[src/rtl/apb_uart_pkg.sv]
// Shared types and constants for the APB UART register file: handshake FSM states,
// register slot offsets and STATUS bit positions.
package apb_uart_pkg;

   typedef enum logic [1:0] {
      StIdle,
      StSetup,
      StWait,
      StAccess
   } apb_state_e;

   localparam int unsigned RegBaudLo = 0;
   localparam int unsigned RegBaudHi = 1;
   localparam int unsigned RegTxData = 2;
   localparam int unsigned RegRxData = 3;
   localparam int unsigned RegStatus = 4;
   localparam int unsigned RegCtrl   = 5;
   localparam int unsigned NumRegs   = 6;

   localparam int unsigned StatusTxRdy  = 0;
   localparam int unsigned StatusRxRdy  = 1;
   localparam int unsigned StatusTxDrop = 2;

   function automatic logic is_reserved(input logic [31:0] addr);
      return addr >= NumRegs;
   endfunction

endpackage

[src/rtl/apb_uart_fsm.sv]
// APB slave handshake: IDLE/SETUP/WAIT/ACCESS sequencing with a programmable number of
// wait states, producing pready plus the read-load and access-commit qualifiers.
module apb_uart_fsm
   import apb_uart_pkg::*;
#(
   parameter int unsigned WAIT_STATES = 0
) (
   input  logic pclk,
   input  logic presetn,
   input  logic psel,
   input  logic penable,
   output logic access_en,
   output logic rd_load,
   output logic pready
);

   apb_state_e state_q, state_d;
   logic [1:0] cnt_q, cnt_d, cnt_inc;

   assign cnt_inc = cnt_q + 2'd1;

   always_comb begin
      state_d = state_q;
      cnt_d   = cnt_q;
      case (state_q)
         StIdle: begin
            cnt_d = '0;
            if (psel && !penable) begin
               state_d = StSetup;
            end
         end
         StSetup: begin
            cnt_d = '0;
            if (!psel) begin
               state_d = StIdle;
            end else if (WAIT_STATES > 0) begin
               state_d = StWait;
            end else begin
               state_d = StAccess;
            end
         end
         StWait: begin
            if (!psel) begin
               state_d = StIdle;
               cnt_d   = '0;
            end else if (32'(cnt_inc) == WAIT_STATES) begin
               state_d = StAccess;
               cnt_d   = '0;
            end else begin
               cnt_d = cnt_inc;
            end
         end
         StAccess: begin
            cnt_d = '0;
            if (psel && !penable) begin
               state_d = StSetup;
            end else begin
               state_d = StIdle;
            end
         end
         default: begin
            state_d = StIdle;
            cnt_d   = '0;
         end
      endcase
   end

   always_ff @(posedge pclk or negedge presetn) begin
      if (!presetn) begin
         state_q <= StIdle;
         cnt_q   <= '0;
      end else begin
         state_q <= state_d;
         cnt_q   <= cnt_d;
      end
   end

   // Read data is captured on the edge that enters ACCESS so it is stable for that cycle.
   assign rd_load   = (state_d == StAccess);
   assign pready    = (state_q == StAccess);
   assign access_en = (state_q == StAccess) && psel && penable;

endmodule

[src/rtl/apb_uart_regfile.sv]
// APB register file for a UART: baud divisor, control, TX/RX data ports and sticky status.
// Optional error responses are enabled by defining APB_UART_REGFILE_PSLVERR_EN.
module apb_uart_regfile
   import apb_uart_pkg::*;
#(
   parameter int unsigned DATA_W      = 8,
   parameter int unsigned ADDR_W      = 3,
   parameter int unsigned WAIT_STATES = 0
) (
   input  logic                pclk,
   input  logic                presetn,
   input  logic                psel,
   input  logic                penable,
   input  logic                pwrite,
   input  logic [ADDR_W-1:0]   paddr,
   input  logic [DATA_W-1:0]   pwdata,
   output logic [DATA_W-1:0]   prdata,
   output logic                pready,
   output logic                pslverr,
   output logic [2*DATA_W-1:0] baud_val,
   output logic [DATA_W-1:0]   ctrl,
   output logic [DATA_W-1:0]   tx_data,
   output logic                tx_wr,
   input  logic                tx_full,
   input  logic [DATA_W-1:0]   rx_data,
   input  logic                rx_valid,
   output logic                rx_rd,
   output logic                irq
);

   logic              access_en;
   logic              rd_load;
   logic              write_en;
   logic              read_load;
   logic [31:0]       addr;
   logic              tx_push;
   logic              tx_drop_set;
   logic              rx_pop;
   logic              status_rd;
   logic [DATA_W-1:0] status;
   logic [DATA_W-1:0] rd_mux;

   logic [DATA_W-1:0] baud_lo_q, baud_hi_q, ctrl_q, tx_data_q, prdata_q;
   logic              tx_wr_q, rx_rd_q, tx_drop_q;

   apb_uart_fsm #(
      .WAIT_STATES (WAIT_STATES)
   ) u_fsm (
      .pclk      (pclk),
      .presetn   (presetn),
      .psel      (psel),
      .penable   (penable),
      .access_en (access_en),
      .rd_load   (rd_load),
      .pready    (pready)
   );

   assign addr      = 32'(paddr);
   assign write_en  = access_en & pwrite;
   assign read_load = rd_load & ~pwrite;

   assign tx_push     = write_en & (addr == RegTxData) & ~tx_full;
   assign tx_drop_set = write_en & (addr == RegTxData) & tx_full;
   assign rx_pop      = read_load & (addr == RegRxData) & rx_valid;
   assign status_rd   = read_load & (addr == RegStatus);

   always_comb begin
      status               = '0;
      status[StatusTxRdy]  = ~tx_full;
      status[StatusRxRdy]  = rx_valid;
      status[StatusTxDrop] = tx_drop_q;
   end

   // TXDATA is write-only and reserved slots read as zero.
   always_comb begin
      rd_mux = '0;
      case (addr)
         RegBaudLo: rd_mux = baud_lo_q;
         RegBaudHi: rd_mux = baud_hi_q;
         RegRxData: rd_mux = rx_valid ? rx_data : '0;
         RegStatus: rd_mux = status;
         RegCtrl:   rd_mux = ctrl_q;
         default:   rd_mux = '0;
      endcase
   end

   always_ff @(posedge pclk or negedge presetn) begin
      if (!presetn) begin
         baud_lo_q <= '0;
         baud_hi_q <= '0;
         ctrl_q    <= '0;
         tx_data_q <= '0;
         prdata_q  <= '0;
         tx_wr_q   <= 1'b0;
         rx_rd_q   <= 1'b0;
         tx_drop_q <= 1'b0;
      end else begin
         tx_wr_q  <= tx_push;
         rx_rd_q  <= rx_pop;
         prdata_q <= read_load ? rd_mux : '0;
         if (tx_push) begin
            tx_data_q <= pwdata;
         end
         if (write_en) begin
            case (addr)
               RegBaudLo: baud_lo_q <= pwdata;
               RegBaudHi: baud_hi_q <= pwdata;
               RegCtrl:   ctrl_q    <= pwdata;
               default:   ;
            endcase
         end
         // A drop landing with a STATUS read keeps the flag set.
         if (tx_drop_set) begin
            tx_drop_q <= 1'b1;
         end else if (status_rd) begin
            tx_drop_q <= 1'b0;
         end
      end
   end

`ifdef APB_UART_REGFILE_PSLVERR_EN
   logic err_cond;
   assign err_cond = is_reserved(addr)
                   | (pwrite & ((addr == RegRxData) | (addr == RegStatus)))
                   | (pwrite & (addr == RegTxData) & tx_full)
                   | (~pwrite & (addr == RegTxData));
   assign pslverr  = access_en & err_cond;
`else
   assign pslverr  = 1'b0;
`endif

   assign prdata   = prdata_q;
   assign baud_val = {baud_hi_q, baud_lo_q};
   assign ctrl     = ctrl_q;
   assign tx_data  = tx_data_q;
   assign tx_wr    = tx_wr_q;
   assign rx_rd    = rx_rd_q;
   assign irq      = (ctrl_q[0] & rx_valid) | (ctrl_q[1] & ~tx_full) | (ctrl_q[2] & tx_drop_q);

endmodule
[config.mk]
export PLATFORM = sky130hd
export DESIGN_NAME = apb_uart_regfile
export DESIGN_NICKNAME = d
export VERILOG_FILES = /design/src/rtl/apb_uart_pkg.sv /design/src/rtl/apb_uart_fsm.sv /design/src/rtl/apb_uart_regfile.sv
export SDC_FILE = /design/constraint.sdc
export NUM_CORES = 1
export LEC_CHECK = 0
export ABC_AREA = 1
export CAP_MARGIN = 20
export CORE_ASPECT_RATIO = 1.1
export CORE_MARGIN = 1
export CORE_UTILIZATION = 40
export CTS_CLUSTER_SIZE = 24
export DETAILED_ROUTE_END_ITERATION = 12
export GPL_ROUTABILITY_DRIVEN = 0
export MAX_ROUTING_LAYER = met4
export PLACE_DENSITY = 0.71
export SLEW_MARGIN = 20
export SYNTH_ARGS = -nofsm -noshare
export SYNTH_HDL_FRONTEND = slang
export SYNTH_SLANG_ARGS = --single-unit
[constraint.sdc]
create_clock -name pclk -period 1.35 [get_ports pclk]
set_input_delay 0.405 -clock pclk [delete_from_list [all_inputs] [get_ports pclk]]
set_output_delay 0.405 -clock pclk [all_outputs]
set_load 0.01 [all_outputs]
==> impl_metrics.ini, run 1 <==
[status]
run_status = finished with violations
violations_in_the_final_reports = negative setup slack

[detailed_routing]
met2RoutedLength_um = 3300
route.detailed.vias_per_inst = 4.94
route.top_layer_used = met4
route.layer.met1.wl_um = 2620
wl_per_cell_um = 14.9
drt-total-wl_um = 6430
via_count = 2133
drt_first_iter_violations = 87
route.met3.wl_um = 355
drt_pre_antenna_iters = 4
postRouteAntennaNets = 0
route.detailed.drc = 0

[worst_setup_path]
cp.required_ns = 0.95
critical-path-max-stage-delay_ns = 0.41
worst-path-max-fanout = 2
timing.critical_path.cells = buf_6, nand2_4, nand3_2, buf_6
reg2reg_depth = 8
setup_slack_reg_to_reg_ns = -0.03
timing.critical_path.to_type = output pin
crit_arrival_ns = 1.06
crit_path_kind = reg -> out
path_delay_family = flip-flops
reg_to_reg_critical_path_endpoint = baud_lo_q[1]
cp_slowest_cell = sky130_fd_sc_hd__dfrtp_1
rr_startpoint = u_fsm.state_q[0]
timing.critical_path.from_type = register
cp.buffers_inverters = 2
timing.critical_path.mode_cell = sky130_fd_sc_hd__buf_6

[sta]
timing.hold.ws_ns = 0.0683
rsz0062_at_grt = yes
max_freq_ghz = 0.682
total_count_of_hold_check_failures_in_the_final_report = 0
finalClockSkew_ns = 0.00361
period_needed_ns = 1.47
max_slew_violation_count = 0
setup_violating_endpoint_count_in_the_final_report = 10
timing.final.ws_setup_ns = -0.116
fin_crit_sh = 1.09

[cts]
clkTransAtPathRegs_ns = 0.09
worst_skew_pair.late_latency_ns = 0.30
clock-root-buffer = sky130_fd_sc_hd__clkbuf_8
tritoncts = built
hold_fix_buffers_at_cts = 0
cts_buffer_depth = 2
number_of_buffers_inserted_during_clock_tree_synthesis = 5
clock_sink_count = 47
cts.htree.levels = 2

[die]
design.core.area_mm2 = 0.00507
row_count = 27
die_h_um = 78.6
initial_utilization = 0.421
floorplan.io_pins = 71
chipWidth_um = 71.7
die_area_mm2 = 0.00564

[min_path]
worstHoldPathType = in -> async

[grt]
largest_net_degree_at_the_start_of_global_routing = 48
grt_first_pass_wirelength_um = 9580
antenna_found_initial = 0
grt_remaining_overflow = 0
number_of_global_route_vias_before_repair = 1984
gr-usage-all-layers = 0.229

[logic_synthesis]
netlist_area_mm2 = 0.00214
post_synth_and_or_nand_nor_area_fraction = 0.271
synthXorXnorAreaFrac = 0
synth-adder-area-share = 0.00586
post-synth-top-area-cell = sky130_fd_sc_hd__dfrtp_1
yosys_register_bits = 47
synthCells = 242
synthDistinctLibCells = 21
synth_mux_area_frac = 0
yosys-top-cells-area = sky130_fd_sc_hd__dfrtp_1, sky130_fd_sc_hd__nand2_1, sky130_fd_sc_hd__o21ai_2
synth.yosys.seq_area_share = 0.551
mappedNetlistNets = 269
synth.top_cell.area_share = 0.551
synth_top_family_by_area = simple AND/OR/NAND/NOR gates
synth-compound-area-share = 0.114
post_synth.cell_area_avg_um2 = 8.83
yosysWarningCount = 0

[pwr]
max-vdd-ir-drop_v = 0.000587
p_per_area_mw_per_mm2 = 869
leakage_power_nw = 1.89

[layout]
finish.utilization = 0.699
synthToLayoutAreaGrowth_pct = 65.8
leading_cell_type_in_the_layout_fill_and_taps_excluded = sky130_fd_sc_hd__nand2_1
number_of_antenna_diodes = 0
layout.cells.most_common_list = sky130_fd_sc_hd__nand2_1, sky130_fd_sc_hd__dfrtp_1, sky130_fd_sc_hd__buf_4
drive_above_1_share = 0.463
layout.cell_area.non_filler_mm2 = 0.00354
finalNetCount = 400

[placed_design]
numPortBuffers = 69
placedInstanceArea_mm2 = 0.00320
post-dp-hpwl_um = 3850

[job]
maxCapViolations = 0
[repair_timing]
item	4_1_cts	5_1_grt
hold endpoints to repair	0	0
endpoints found under the setup margin	87	76
gates cloned	2	1
buffers inserted	16	5
pin swaps	8	9
resized for setup	119	82
[per-stage QoR]
stage / setup TNS, ns / instances / total power [W] / worst slack (ns)
after floorplan: 0 / 242 / 0.00166 / 0.107
after global placement: -18.80 / 402 / 0.00196 / -0.585
after detailed placement: -19.92 / 402 / 0.00197 / -0.593
after CTS: -0.110 / 426 / 0.00304 / -0.110
after global routing: -1.24 / 432 / 0.00320 / -0.154
final: -0.259 / 432 / 0.00308 / -0.116
[worst reg2reg max path, cell delays in order (launching register included)]
cell	delay (ns)
sky130_fd_sc_hd__dfrtp_1	0.39
sky130_fd_sc_hd__nand2_2	0.08
sky130_fd_sc_hd__buf_6	0.13
sky130_fd_sc_hd__nor2_4	0.15
sky130_fd_sc_hd__buf_6	0.14
sky130_fd_sc_hd__buf_6	0.13
sky130_fd_sc_hd__nand2_8	0.10
sky130_fd_sc_hd__nand2_2	0.08
sky130_fd_sc_hd__o21ai_1	0.07
[layer usage]
layer,global-route usage,vias to the layer above
li1,-,1015
met1,0.293,1022
met2,0.362,78
met3,0.0513,18
met4,0.0725,0
met5,-,-
[flip-flops by register name, indices dropped and copies added, names as in the netlist]
signal / flops
rx_rd: 1
u_fsm.cnt_q: 2
ctrl: 8
baud_lo_q: 8
tx_wr: 1
prdata: 8
tx_data: 8
u_fsm.state_q: 2
tx_drop_q: 1
baud_hi_q: 8
[Yosys cell counts]
cell type,instances
sky130_fd_sc_hd__nor3_4,1
sky130_fd_sc_hd__o21ai_2,21
sky130_fd_sc_hd__a21oi_1,1
sky130_fd_sc_hd__nor3_2,1
sky130_fd_sc_hd__dfrtp_1,47
sky130_fd_sc_hd__buf_6,3
sky130_fd_sc_hd__nand3_2,1
sky130_fd_sc_hd__inv_1,19
sky130_fd_sc_hd__nand3_1,8
sky130_fd_sc_hd__nand2_2,4
sky130_fd_sc_hd__nor2_1,22
sky130_fd_sc_hd__o21ai_1,11
sky130_fd_sc_hd__ha_1,1
sky130_fd_sc_hd__conb_1,1
sky130_fd_sc_hd__inv_2,1
sky130_fd_sc_hd__nor3_1,1
sky130_fd_sc_hd__nor2_2,1
sky130_fd_sc_hd__buf_4,1
sky130_fd_sc_hd__nand2_1,93
sky130_fd_sc_hd__buf_2,1
sky130_fd_sc_hd__nor2_4,3
[final cells by class]
type / instances / area, um^2
clock inverter: 2 / 35.0
tap: 58 / 72.6
clock buffer: 6 / 82.6
fill: 386 / 1530
multi-input combinational: 171 / 1000
timing repair buffer: 128 / 1090
inverter: 20 / 75.1
sequential: 47 / 1180
[cells by family after synthesis]
logic type / count (synthesis)
and+or+nand+nor: 135
buffers and inverters: 25
AOI/OAI and AO/OA: 33
adders and majority gates: 1
DFF: 47
other: 1
[worst max-delay path by stage]
stage / from / end / slack, ns / cells past startpoint
after floorplan: paddr[2] / baud_lo_q[6] / 0.11 / 5
after global placement: rx_valid / irq / -0.59 / 4
after detailed placement: rx_valid / irq / -0.59 / 4
after CTS: ctrl[1] / irq / -0.11 / 4
after global routing: ctrl[1] / irq / -0.15 / 4
final: ctrl[1] / irq / -0.12 / 4
[report_power, final]
group          switching [W]  internal (W)
logic               0.000261      0.000251
registers          0.0000306       0.00145
clock network       0.000482      0.000600
total               0.000774       0.00230
(Power assumes the default switching activity.)
==> inputs of run 2 (changes only) <==
--- a/config.mk
+++ b/config.mk
@@ -8,7 +8,6 @@
 export ABC_AREA = 1
 export CAP_MARGIN = 20
 export CORE_ASPECT_RATIO = 1.1
-export CORE_MARGIN = 1
 export CORE_UTILIZATION = 40
 export CTS_CLUSTER_SIZE = 24
 export DETAILED_ROUTE_END_ITERATION = 12
@@ -19,3 +18,4 @@
 export SYNTH_ARGS = -nofsm -noshare
 export SYNTH_HDL_FRONTEND = slang
 export SYNTH_SLANG_ARGS = --single-unit
+export TNS_END_PERCENT = 50
==> impl_metrics.ini, run 2 (same netlist as run 1, synthesis figures left out) <==
[layout]
number_of_antenna_diodes = 0
final-seq-area_mm2 = 0.00118
synthToLayoutAreaGrowth_pct = 66.4
layout.cell_area.non_filler_mm2 = 0.00355
finalNetCount = 399
layout.cells.most_common_list = sky130_fd_sc_hd__nand2_1, sky130_fd_sc_hd__dfrtp_1, sky130_fd_sc_hd__buf_4
leading_cell_type_in_the_layout_fill_and_taps_excluded = sky130_fd_sc_hd__nand2_1
fin_cells = 431
fillers = 398
drive_above_1_share = 0.480
multiInputGateArea_mm2 = 0.00105

[die]
design.core.area_mm2 = 0.00507
chipWidth_um = 71.7
initial_utilization = 0.421
die_area_mm2 = 0.00564
floorplan.io_pins = 71
row_count = 27
die_h_um = 78.6

[sta]
total_count_of_hold_check_failures_in_the_final_report = 0
rsz0062_at_grt = yes
timing.final.ws_setup_ns = -0.112
fin_crit_sh = 1.08
period_needed_ns = 1.46
max_slew_violation_count = 0
timing.hold.ws_ns = 0.0733
setup_violating_endpoint_count_in_the_final_report = 5
max_freq_ghz = 0.684
setup_tns_ns = -0.127
finalClockSkew_ns = 0.00528

[worst_setup_path]
setup_slack_reg_to_reg_ns = 0
reg2reg_depth = 7
crit_arrival_ns = 1.06
critical_path_depth = 4
timing.critical_path.to_type = output pin
timing.critical_path.mode_cell = sky130_fd_sc_hd__buf_6
crit_path_kind = reg -> out
critical_path.startpoint = ctrl[1]
cp.buffers_inverters = 2
cp.required_ns = 0.95
cp_slowest_cell = sky130_fd_sc_hd__dfrtp_1
rr_startpoint = u_fsm.state_q[1]
reg_to_reg_critical_path_endpoint = tx_data[6]
path_delay_family = flip-flops
timing.critical_path.cells = buf_6, nand2_2, nand3_2, buf_6
timing.critical_path.from_type = register
crit_end = irq
critical-path-max-stage-delay_ns = 0.41
worst-path-max-fanout = 2

[cts]
clock_sink_count = 47
number_of_buffers_inserted_during_clock_tree_synthesis = 5
cts_buffer_depth = 2
tritoncts = built
cts.htree.levels = 2
worst_skew_pair.late_latency_ns = 0.29
clock-root-buffer = sky130_fd_sc_hd__clkbuf_8
clkTransAtPathRegs_ns = 0.09

[status]
run_status = finished with violations
violations_in_the_final_reports = negative setup slack

[pwr]
max-vdd-ir-drop_v = 0.000680
p_seq_frac = 0.482
p_per_area_mw_per_mm2 = 868
power.share.switching = 0.251
internal_power_w = 0.00231
clockPowerShare = 0.349
leakage_power_nw = 1.87
comb_power_share = 0.170
power.switching_w = 0.000775
totalPowerFinal_w = 0.00308

[grt]
gr-usage-all-layers = 0.217
antenna_found_initial = 0
grt_first_pass_wirelength_um = 9160
largest_net_degree_at_the_start_of_global_routing = 48
grt_remaining_overflow = 0
number_of_global_route_vias_before_repair = 1918

[job]
maxCapViolations = 0

[detailed_routing]
drt_first_iter_violations = 111
postRouteAntennaNets = 0
via_count = 2054
drt_pre_antenna_iters = 4
wl_per_cell_um = 14.1
route.detailed.vias_per_inst = 4.77
drt-total-wl_um = 6060
route.detailed.drc = 0

[placed_design]
numPortBuffers = 69
placedInstanceArea_mm2 = 0.00320
post-dp-hpwl_um = 3850
post-place-cells = 402

[min_path]
worstHoldPathType = in -> async
==> run 2: cell types whose count changed in the layout (fill, tap and decap cells not counted), sizes merged <==
cell | before | now
buf | 66 | 63
nand2 | 98 | 99
dlygate4sd2 | 5 | 6
clkbuf | 39 | 38
clkdlybuf4s15 | 8 | 9
==> run 2: through the flow <==
| stage | worst slack (ns) | util |
|---|---|---|
| 4_1_cts | -0.110 | 0.683 |
| 5_1_grt | -0.156 | 0.701 |
| 6_report | -0.112 | 0.701 |
| 2_1_floorplan | 0.107 | - |
| 3_5_place_dp | -0.593 | 0.631 |
| 3_3_place_gp | -0.585 | 0.631 |
==> run 2: metal layers <==
layer | vias to the layer above | share of wire | track usage
met5 | - | 0 | -
met4 | 0 | 0.021 | 0.0706
li1 | 1021 | - | -
met2 | 63 | 0.52 | 0.342
met1 | 958 | 0.41 | 0.278
met3 | 12 | 0.049 | 0.0513
==> run 2: power by group through the flow <==
stage	Combinational, W	Clock [W]	Sequential [W]
2_1_floorplan	0.000132	0	0.00153
3_3_place_gp	0.000450	0	0.00151
3_5_place_dp	0.000457	0	0.00151
4_1_cts	0.000477	0.00109	0.00148
5_1_grt	0.000567	0.00115	0.00149
6_report	0.000523	0.00108	0.00149
==> run 2: timing repair <==
| item | 4_1_cts | 5_1_grt |
|---|---|---|
| gates resized for setup | 127 | 83 |
| gates cloned | 0 | 4 |
| endpoints found under the hold margin | 0 | 0 |
| pin swaps | 3 | 10 |
| endpoints found under the setup margin | 87 | 87 |
| hold buffers | 0 | 0 |
| buffers inserted | 13 | 7 |
==> run 2: worst min path at each step <==
| stage | to | slack, ns |
|---|---|---|
| 6_report | prdata[6] | 0.07 |
| 5_1_grt | prdata[5] | 0.08 |
| 4_1_cts | prdata[7] | 0.08 |
| 3_5_place_dp | prdata[7] | 0.41 |
| 3_3_place_gp | prdata[7] | 0.40 |
| 2_1_floorplan | baud_hi_q[0] | 0.11 |
==> run 2: area by class of cell <==
type,count,share of cell area
sequential,47,0.331
timing repair buffer,126,0.300
multi-input combinational,172,0.294
clock buffer,6,0.0232
tap,58,0.0204
clock inverter,2,0.00986
inverter,20,0.0211
==> inputs of run 3 (changes only) <==
--- a/config.mk
+++ b/config.mk
@@ -6,7 +6,7 @@
 export NUM_CORES = 1
 export LEC_CHECK = 0
 export ABC_AREA = 1
-export CAP_MARGIN = 20
+export CAP_MARGIN = 40
 export CORE_ASPECT_RATIO = 1.1
 export CORE_UTILIZATION = 40
 export CTS_CLUSTER_SIZE = 24
@@ -14,7 +14,7 @@
 export GPL_ROUTABILITY_DRIVEN = 0
 export MAX_ROUTING_LAYER = met4
 export PLACE_DENSITY = 0.71
-export SLEW_MARGIN = 20
+export SLEW_MARGIN = 10
 export SYNTH_ARGS = -nofsm -noshare
 export SYNTH_HDL_FRONTEND = slang
 export SYNTH_SLANG_ARGS = --single-unit
==> results of run 3 <==
The final DEF is identical to that of run 2; final timing and power are the same.
==> patch (flow settings as in run 2) <==
The 4 states of `apb_state_e` get a one-hot encoding in 4 bits.
--- a/src/rtl/apb_uart_pkg.sv
+++ b/src/rtl/apb_uart_pkg.sv
@@ -3,9 +3,9 @@
 package apb_uart_pkg;
 
-   typedef enum logic [1:0] {
-      StIdle,
-      StSetup,
-      StWait,
-      StAccess
+   typedef enum logic [3:0] {
+      StIdle   = 4'b0001,
+      StSetup  = 4'b0010,
+      StWait   = 4'b0100,
+      StAccess = 4'b1000
    } apb_state_e;
 
Check against the original RTL: no difference found for any inputs over 10 cycles, from zero or initial values and one cycle with presetn low; not proved beyond that.
==> patch against run 2 <==
- the run still ends with setup timing left
- area after synthesis is 6.2% higher
- non-clock buffer count is 13 higher
- count of clock-buffer cells in the layout is 1 lower
- critical path depth stayed put
- design area is 6.5% higher
- routed wire length is 17% higher
- sequential cell count is 2 higher
- largest cell class unchanged
- maximum frequency is 3.7% lower
- total power is 5.4% lower
- worst setup slack worse by 0.056 ns
- register-to-register slack worse by 0.14 ns
==> patch: results (changes against run 2) <==
\begin{tabular}{lr}
\hline
Metric & Value \\
\hline
\multicolumn{2}{l}{\textbf{Outcome}} \\
\quad Result of the run & finished, violations left \\
\quad Violations in the final reports & setup timing \\
\multicolumn{2}{l}{\textbf{Synth}} \\
\quad Commonest cells in the synthesized netlist & sky130\_fd\_sc\_hd\_\_nand2\_1, sky130\_fd\_sc\_hd\_\_dfrtp\_1, sky130\_fd\_sc\_hd\_\_nor2\_1 \\
\quad Sequential share of the synthesized area & 54.11\% (-0.96 points) \\
\quad Number of library cell types mapped by synthesis & 26 (+24\%) \\
\quad Cells after synthesis & 264 (+9.1\%) \\
\quad Synth area leaders & sky130\_fd\_sc\_hd\_\_dfrtp\_1, sky130\_fd\_sc\_hd\_\_nand2\_1, sky130\_fd\_sc\_hd\_\_nor2\_1 \\
\quad Syn\_nets & 291 (+8.2\%) \\
\multicolumn{2}{l}{\textbf{Cells and area}} \\
\quad Post-layout nets & 433 (+8.5\%) \\
\quad Layout cells sized above 1 & 45.21\% (-2.8 points) \\
\multicolumn{2}{l}{\textbf{Power}} \\
\quad VDD IR-drop max & 0.6386 mV (-6.1\%) \\
\quad Lkg Pwr & 0.001976 uW (+5.5\%) \\
\multicolumn{2}{l}{\textbf{Route}} \\
\quad Per-cell routed wire length & 14.65 um (+4.2\%) \\
\quad Count of routing violations after the opening detailed-route iteration & 122 (+9.9\%) \\
\quad Routed vias & 2373 (+16\%) \\
\multicolumn{2}{l}{\textbf{Clock tree}} \\
\quad CTS root buffer & sky130\_fd\_sc\_hd\_\_clkbuf\_8 \\
\quad Clock insertion delay at the later pin of the skew report & 0.31 ns (+0.02 ns) \\
\quad TritonCTS buffer count & 5 (unchanged) \\
\quad Hold-fix buffers at CTS & 1 (+1) \\
\quad H-tree level count & 2 (unchanged) \\
\quad Maximum buffer depth of the clock tree & 2 (unchanged) \\
\quad \# resized after CTS & 166 (+31\%) \\
\quad Post-CTS Setup Bufs & 12 (-1) \\
\multicolumn{2}{l}{\textbf{Timing}} \\
\quad Worst setup margin & -0.1684 ns (-0.05613 ns) \\
\quad Largest clock skew in the final design & 0.01281 ns (+0.007537 ns) \\
\quad Final setup violation count & 36 (+31) \\
\multicolumn{2}{l}{\textbf{GRT}} \\
\quad Maximum number of pins on one net before global-route repair & 28 (-42\%) \\
\quad Overall routing resource usage & 23.32\% (+1.6 points) \\
\quad Via count of the first global-routing pass & 2202 (+15\%) \\
\quad Global-route wire length before repair & 10050 um (+9.6\%) \\
\multicolumn{2}{l}{\textbf{Setup path}} \\
\quad Longest individual stage delay on the worst path & 0.55 ns (+0.14 ns) \\
\quad Cell with the largest stage delay on the worst path & sky130\_fd\_sc\_hd\_\_dfstp\_2 \\
\quad Signal arrival time at the worst endpoint & 1.11 ns (+0.05 ns) \\
\multicolumn{2}{l}{\textbf{Placement}} \\
\quad Placed wire-length estimate & 4621 um (+20\%) \\
\multicolumn{2}{l}{\textbf{Worst hold path}} \\
\quad Type of the tightest min-delay check & flop to flop \\
\hline
\end{tabular}
==> patch: cell types whose count changed after synthesis, moves of 3 or more <==
| cell | before | now |
|---|---|---|
| sky130_fd_sc_hd__o21ai_2 | 21 | 8 |
| sky130_fd_sc_hd__nand4_1 | 0 | 11 |
| sky130_fd_sc_hd__nand2_1 | 93 | 98 |
| sky130_fd_sc_hd__o21ai_1 | 11 | 16 |
| sky130_fd_sc_hd__inv_1 | 19 | 15 |
| sky130_fd_sc_hd__inv_2 | 1 | 5 |
| sky130_fd_sc_hd__nand3_1 | 8 | 11 |
| sky130_fd_sc_hd__nor2_1 | 22 | 25 |
==> patch: cell families (layout without fill, tap and decap cells) <==
group,count (synthesis),after routing,synth area share [%]
buf+inv,27,167,5.294
compound gates,24,24,6.619
other cells,1,1,0.1653
fa+ha+maj,1,1,0.5515
simple gates,162,165,33.26
flops,49,49,54.11
==> patch: power by group <==
group	internal [uW]	leakage (uW)	total (uW)	switching (uW)
logic	160	0.00124	344	183
clock network	565	0.0000591	1090	521
registers	1480	0.000680	1490	7.53
total	2210	0.00198	2920	712
==> patch: worst paths after layout <==
check	from	to	slack [ns]	depth (start not counted)
max	u_fsm.state_q[0]	pready	-0.17	4
min	u_fsm.cnt_q[0]	u_fsm.cnt_q[0]	0.45	1
max reg2reg	u_fsm.state_q[3]	baud_hi_q[0]	-0.14	10
min reg2reg	u_fsm.cnt_q[0]	u_fsm.cnt_q[0]	0.45	1
max in group asynchronous	presetn	u_fsm.state_q[0]	0.39	3
min in group asynchronous	presetn	u_fsm.cnt_q[1]	0.48	2
==> patch: layer usage <==
metal / track usage (%) / wire length [um] / up-vias
met5: - / 0 / -
met4: 9.038 / 143 / 0
met3: 5.087 / 364 / 16
met2: 39.91 / 3810 / 96
met1: 26.56 / 2744 / 1119
li1: - / - / 1142
==> patch: per-stage QoR <==
stage | TNS [ns] | instances | cell area, um2 | util [%] | setup WS [ns]
2_1_floorplan | 0 | 264 | 2282 | - | 0.02129
3_3_place_gp | -20.82 | 454 | 3413 | 62.86 | -0.5925
3_5_place_dp | -21.73 | 454 | 3413 | 62.86 | -0.6246
4_1_cts | -4.702 | 476 | 3610 | 66.47 | -0.1932
5_1_grt | -6.459 | 482 | 3786 | 69.72 | -0.2177
6_report | -3.808 | 482 | 3786 | 69.72 | -0.1684
==> patch: cell type report <==
class | count | area, um2
clock inverters | 3 | 47.55
fillers | 404 | 1644
flip-flops and latches | 49 | 1227
repair buffers | 139 | 1124
clock buffers | 5 | 68.82
multi-input cells | 191 | 1150
well taps | 75 | 93.84
inverters | 20 | 75.07
